--- src/rtl/bouncy.sv ---
// Bouncing point generator for a small pixel display.
// A free-running divider produces a movement tick every CLK_DIV clocks; on each
// tick the point steps one pixel diagonally and reflects off the display edges.
// Each axis reflects on its own, so hitting a corner reverses both directions.
module bouncy #(
  parameter int CLK_DIV = 1000000,
  parameter int X_MAX   = 95,
  parameter int Y_MAX   = 63
) (
  input  logic       clk,
  input  logic       rst_n,
  output logic [6:0] bouncy_x,
  output logic [5:0] bouncy_y
);

  // A divide-by-one still needs a one-bit counter; it simply stays at zero.
  localparam int               CNT_W    = (CLK_DIV > 1) ? $clog2(CLK_DIV) : 1;
  localparam logic [CNT_W-1:0] CNT_LAST = CNT_W'(CLK_DIV - 1);
  localparam logic [6:0]       X_LIM    = 7'(X_MAX);
  localparam logic [5:0]       Y_LIM    = 6'(Y_MAX);

  logic [CNT_W-1:0] tick_cnt;
  logic             tick;
  logic             dir_x;
  logic             dir_y;

  assign tick = (tick_cnt == CNT_LAST);

  // Movement divider: counts 0..CLK_DIV-1, the last count is the tick.
  always_ff @(posedge clk or negedge rst_n) begin
    if (!rst_n) begin
      tick_cnt <= '0;
    end else if (tick) begin
      tick_cnt <= '0;
    end else begin
      tick_cnt <= tick_cnt + 1'b1;
    end
  end

  // X axis: step toward the current direction, reflect at 0 and X_MAX.
  // The limit tests use >= / == 0 so the register can never step past an edge.
  always_ff @(posedge clk or negedge rst_n) begin
    if (!rst_n) begin
      bouncy_x <= 7'd0;
      dir_x    <= 1'b1;
    end else if (tick) begin
      if (dir_x) begin
        if (bouncy_x >= X_LIM) begin
          bouncy_x <= X_LIM - 7'd1;
          dir_x    <= 1'b0;
        end else begin
          bouncy_x <= bouncy_x + 7'd1;
        end
      end else begin
        if (bouncy_x == 7'd0) begin
          bouncy_x <= 7'd1;
          dir_x    <= 1'b1;
        end else begin
          bouncy_x <= bouncy_x - 7'd1;
        end
      end
    end
  end

  // Y axis: same reflection rule as X, bounded by Y_MAX.
  always_ff @(posedge clk or negedge rst_n) begin
    if (!rst_n) begin
      bouncy_y <= 6'd0;
      dir_y    <= 1'b1;
    end else if (tick) begin
      if (dir_y) begin
        if (bouncy_y >= Y_LIM) begin
          bouncy_y <= Y_LIM - 6'd1;
          dir_y    <= 1'b0;
        end else begin
          bouncy_y <= bouncy_y + 6'd1;
        end
      end else begin
        if (bouncy_y == 6'd0) begin
          bouncy_y <= 6'd1;
          dir_y    <= 1'b1;
        end else begin
          bouncy_y <= bouncy_y - 6'd1;
        end
      end
    end
  end

endmodule

--- config.mk ---
export PLATFORM = sky130hd
export DESIGN_NAME = bouncy
export DESIGN_NICKNAME = d
export VERILOG_FILES = /design/src/rtl/bouncy.sv
export SDC_FILE = /design/constraint.sdc
export NUM_CORES = 1
export LEC_CHECK = 0
export ABC_AREA = 1
export CAP_MARGIN = 10
export CORE_MARGIN = 2
export CORE_UTILIZATION = 45
export CTS_CLUSTER_DIAMETER = 40
export DETAILED_ROUTE_END_ITERATION = 6
export HOLD_SLACK_MARGIN = 0.1
export SLEW_MARGIN = 10
export SYNTH_ARGS = -nofsm -noshare
export SYNTH_HDL_FRONTEND = slang
export SYNTH_SLANG_ARGS = --single-unit
export TNS_END_PERCENT = 5
--- constraint.sdc ---
create_clock -name clk -period 4.6 [get_ports clk]
set_input_delay 1.38 -clock clk [delete_from_list [all_inputs] [get_ports clk]]
set_output_delay 1.38 -clock clk [all_outputs]
set_load 0.05 [all_outputs]
# Word level (Yosys, flattened, before mapping)
# Cells that the tools add are included.
# classes
addsub	5
magnitude_cmp	2
n_eq_ne	1
mux	13
reduce_logical	2
# op_table
cell	count
$mux W7	3
$add A20 B1 Y20 const B	1
$eq A20 B20 Y1 const B	1
$mux W20	1
$mux W6	3
$add A7 B1 Y7 const B	1
$ge A7 B7 Y1 const B	1
$logic_not A7 Y1	1
$sub A7 B1 Y7 const B	1
$add A6 B1 Y6 const B	1
$ge A6 B6 Y1 const B	1
$logic_not A6 Y1	1
$mux W1	6
$sub A6 B1 Y6 const B	1
# totals
register_bits	35

# Depth between registers and ports, before layout
# depth
depth_word	3
mapped_depth	10
depth_no_buf	10

# Worst setup path after synthesis
# Ideal clock, no wire load.
# synth_timing
path_type	reg2out
from	reg bouncy_x[5]
to	out bouncy_x[5]
t_arrival_ns	0.687
t_required_ns	3.220
setup_slack_ns	2.533
stages_incl_launch_ff	1
n_path_buf	0
path_cell_list	dfrtp_1
# synth_lines
element	line_no	rtl
start, declared	12	output logic [6:0] bouncy_x,
start signal, assigned	49	bouncy_x <= X_LIM - 7'd1;
start signal, assigned	52	bouncy_x <= bouncy_x + 7'd1;
start signal, assigned	59	bouncy_x <= bouncy_x - 7'd1;
# No word-level cell between the ends.

# Worst setup path in the final report
# layout_timing
from	reg bouncy_x[3]
to	out bouncy_x[3]
# No word-level cell between the ends.

==> summary.md <==
| Metric | Value |
|---|---|
| Peak supply drop | between 0.1 and 0.15 mV |
| Crit path capture type | output port |
| Slowest cell on the critical path | clkdlybuf4s50_1 |
| Chip height | around 80 µm |
| Slew @ Worst Pin | around 800 ps |
| DIE WIDTH | about 79 µm |
| FMAX | 0.322 GHz |
| Syn_area_per_cell | 6.85 µm² |
| CP Data Arrival Time | between 1500 and 2000 ps |
| Sequential area share after synthesis | between 30% and 40% |
| Flop2flop setup slack | approximately 2800 ps |
| Multi-input gate area | around 1400 µm² |
| Startpoint Class | register |
| Port Buffer Count | 14 |
| First-pass GRT wire length | ~9500 µm |
| HP Class | register to register |
| Initial antenna violation count | 0 |
| Antenna cells | 0 |
| Global placement routability congestion | approximately 0.84 |
| R2r startpoint | tick_cnt[0]$_DFF_PN0_ |
| Clock sinks | 35 |
| Area growth from synthesis to layout | 10.7% |
| Largest net degree at the start of global routing | 36 |
| Setup Skew | about 2.8 ps |
| Cts repair resizes | 0 |
| Die area | approximately 6200 µm² |
| Nets | around 390 |
| Placed instance count | 447 |
| Internal power | roughly 0.00043 W |
| Maxcap violations | 0 |
| Synth Area in Compound Gates | 4.57% |
| Rel. slew slack | 46.6% |
| Syn Inst Count | 368 |
| Clock Power Share | 42.5% |
| GRT overflow | 0 |
| Rows | 27 |
| Cells taking the most area after synthesis | dfrtp_1, nand2_1, nor2_1 |
| Netlist cell types | 28 |
| Share of layout cells above drive strength 1 | around 8.6% |
| Outcome | finished, final reports clean |
| DR vias | about 2,300 |
| Seq pwr share | between 50% and 60% |
| RSZ-0062 raised after global routing | false |
| CTS buffer count | 5 |
| Hold Crit Depth | 1 |
| Sw Share | ~21% |
| Shortest period the worst path allows | slightly above 3000 ps |
| Yosys reg bits | 35 |
| Pwr Total | 0.000546 W |
| Clock Path Buffers | 2 |
| Tcrit/Tclk final | between 60% and 70% |
| Core ar. | roughly 5500 µm² |
| Mux contribution to synthesized area | 0% |
| Simple-gate portion of the synthesized area | between 40% and 50% |
| Iteration-0 DRC count of the detailed router | between 100 and 150 |
| Ports | 15 |
| Via-to-Cell Ratio | 4.96 |
| Worst path bufs/invs | 1 |
| Hold_buf cts | 0 |
| R2R depth | 7 |
| Slew Limit Fails | 0 |
| Adder-cell share of the synthesized area | 3.47% |
| Xor and xnor fraction of the mapped netlist area | under 10% |
| Detail Route Antenna Nets | 0 |
| Critical path's top delay family | buffers and inverters |
| Leak | 1.34 nW |
| Mapped Area | 2520 µm² |
| GRT Util Overall | just under 20% |
| Starting Density | around 46% |
| Yosys warns | 0 |
| Net Switching | approximately 0.00012 W |
| Synth area leader | dfrtp_1 |
| Postcts setup bufs | 0 |
| Sequential Area | 878 µm² |
| Setup CP Type | register to output port |
| CTS tree | built |
| Syn_nets | 377 |
| Drt first pass iters | 5 |
| Maximum fanout along the worst path | 12 |
| Root buf cell | clkbuf_8 |
| DRC Markers | 0 |
| CP Cell Sequence | clkdlybuf4s50_1 |
| Final Hold Viols | 0 |
| Power share of the combinational group | about 1.1% |
| Worst-skew pair later-pin latency | 280 ps |
| Vias in the first global route | roughly 2,000 |
| Main combinational cell family by area after synthesis | simple AND/OR/NAND/NOR gates |
| Critical path required time | between 3000 and 4000 ps |
| Cell area after placement | 2700 µm² |
| TNS Setup | 0 ps |
| Pwr dens | roughly 200 nW/µm² |
| Post-Route WL | ~5400 µm |
| Non-Filler Instances | roughly 460 |
| Hold path endpoint | tick_cnt[0]$_DFF_PN0_ |
| CTS HTree Levels | 2 |
| Fillers | between 500 and 600 |
| Final Setup Violations | 0 |
| Slowest stage delay, CP | just under 900 ps |
| FF-to-FF End | bouncy_x[4]$_DFFE_PN0N_ |
| Post-DP HPWL | 3990 µm |
| Hold_sp | tick_cnt[0]$_DFF_PN0_ |
| Design Area, Final | between 2000 and 3000 µm² |
| Worst-path clk slew | 70 ps |
| Top-area cell type share of the netlist area | approximately a third |
| Routed len/inst | about 12 µm |
| Final core occ | slightly above 50% |
## flip-flops by register name, summed over array words and instances (netlist names)
name / cells
tick_cnt: 20
bouncy_x: 7
bouncy_y: 6
dir_x: 1
dir_y: 1
## worst max path at each step
stage / start / end / slack [ps] / depth (start not counted)
global route: bouncy_x[3]$_DFFE_PN0N_ / bouncy_x[3] / 1420 / 1
detailed placement: bouncy_x[3]$_DFFE_PN0N_ / bouncy_x[3] / 1800 / 1
global placement: bouncy_x[3]$_DFFE_PN0N_ / bouncy_x[3] / 1800 / 1
CTS: bouncy_x[3]$_DFFE_PN0N_ / bouncy_x[3] / 1480 / 1
floorplan: bouncy_x[5]$_DFFE_PN0N_ / bouncy_x[5] / 2530 / 0
finish: bouncy_x[3]$_DFFE_PN0N_ / bouncy_x[3] / 1490 / 1
## cell usage after synthesis, drive strengths merged
cell	number
ha	7
xnor2	3
o21ai	14
a21oi	6
buf	6
nand4	13
dfrtp	33
nand3	35
nor3	9
nor2	68
nand2	108
inv	49
dfstp	2
xor2	11
a21boi	1
o211ai	1
or2	1
clkbuf	1
## cells by family after synthesis
kind of cell | Yosys count
simple gates | 234
flops | 35
buf+inv | 56
fa+ha+maj | 7
compound gates | 22
xor+xnor | 14
## through the flow
step           setup WS, ps  hold WS [ps]
3_3_place_gp           1800           444
2_1_floorplan          2530           429
4_1_cts                1480           460
5_1_grt                1420           497
6_report               1490           459
3_5_place_dp           1800           451
## layout by cell type (no fill, tap or decap), drive strengths merged
cell           instances
clkinv                 1
nand2                108
ha                     7
o211ai                 1
clkbuf                 7
a21boi                 1
nand3                 35
or2                    1
dfstp                  2
clkdlybuf4s50         13
nor2                  68
buf                    1
nor3                   9
nand4                 13
xnor2                  3
xor2                  11
dfrtp                 33
a21oi                  6
o21ai                 14
inv                   49
## worst register-to-register path, stage by stage, from the launching register on
cell     delay [ps]
dfrtp_1         370
ha_1            340
nand3_4         170
nor2_8          150
nand3_4         260
nor2_2          240
nand3_1         110
nand2_1          70
## power by group through the flow
stage	registers [W]	logic (W)	clock network (W)
after floorplan	0.000314	0.000000000810	0
after global placement	0.000314	0.00000700	0
after detailed placement	0.000314	0.00000704	0
after CTS	0.000307	0.00000706	0.000244
after global routing	0.000307	0.00000797	0.000260
final	0.000308	0.00000622	0.000232
## per-layer routing
layer / share of wire (%) / up-vias / track usage, %
met5: 0 / - / 0
met4: 0.51 / 0 / 5.00
met3: 3.0 / 2 / 4.43
met2: 45 / 43 / 29.2
li1: - / 1190 / -
met1: 52 / 1022 / 27.8
## layout make-up
| cell class | instances | share of cell area (%) |
|---|---|---|
| clock buffer | 7 | 3.09 |
| clock inverter | 1 | 0.179 |
| inverter | 49 | 6.59 |
| multi-input combinational | 277 | 50.6 |
| sequential | 35 | 31.5 |
| tap | 72 | 3.23 |
| timing repair buffer | 14 | 4.84 |
Note: power is estimated with default switching activity, not from simulation.
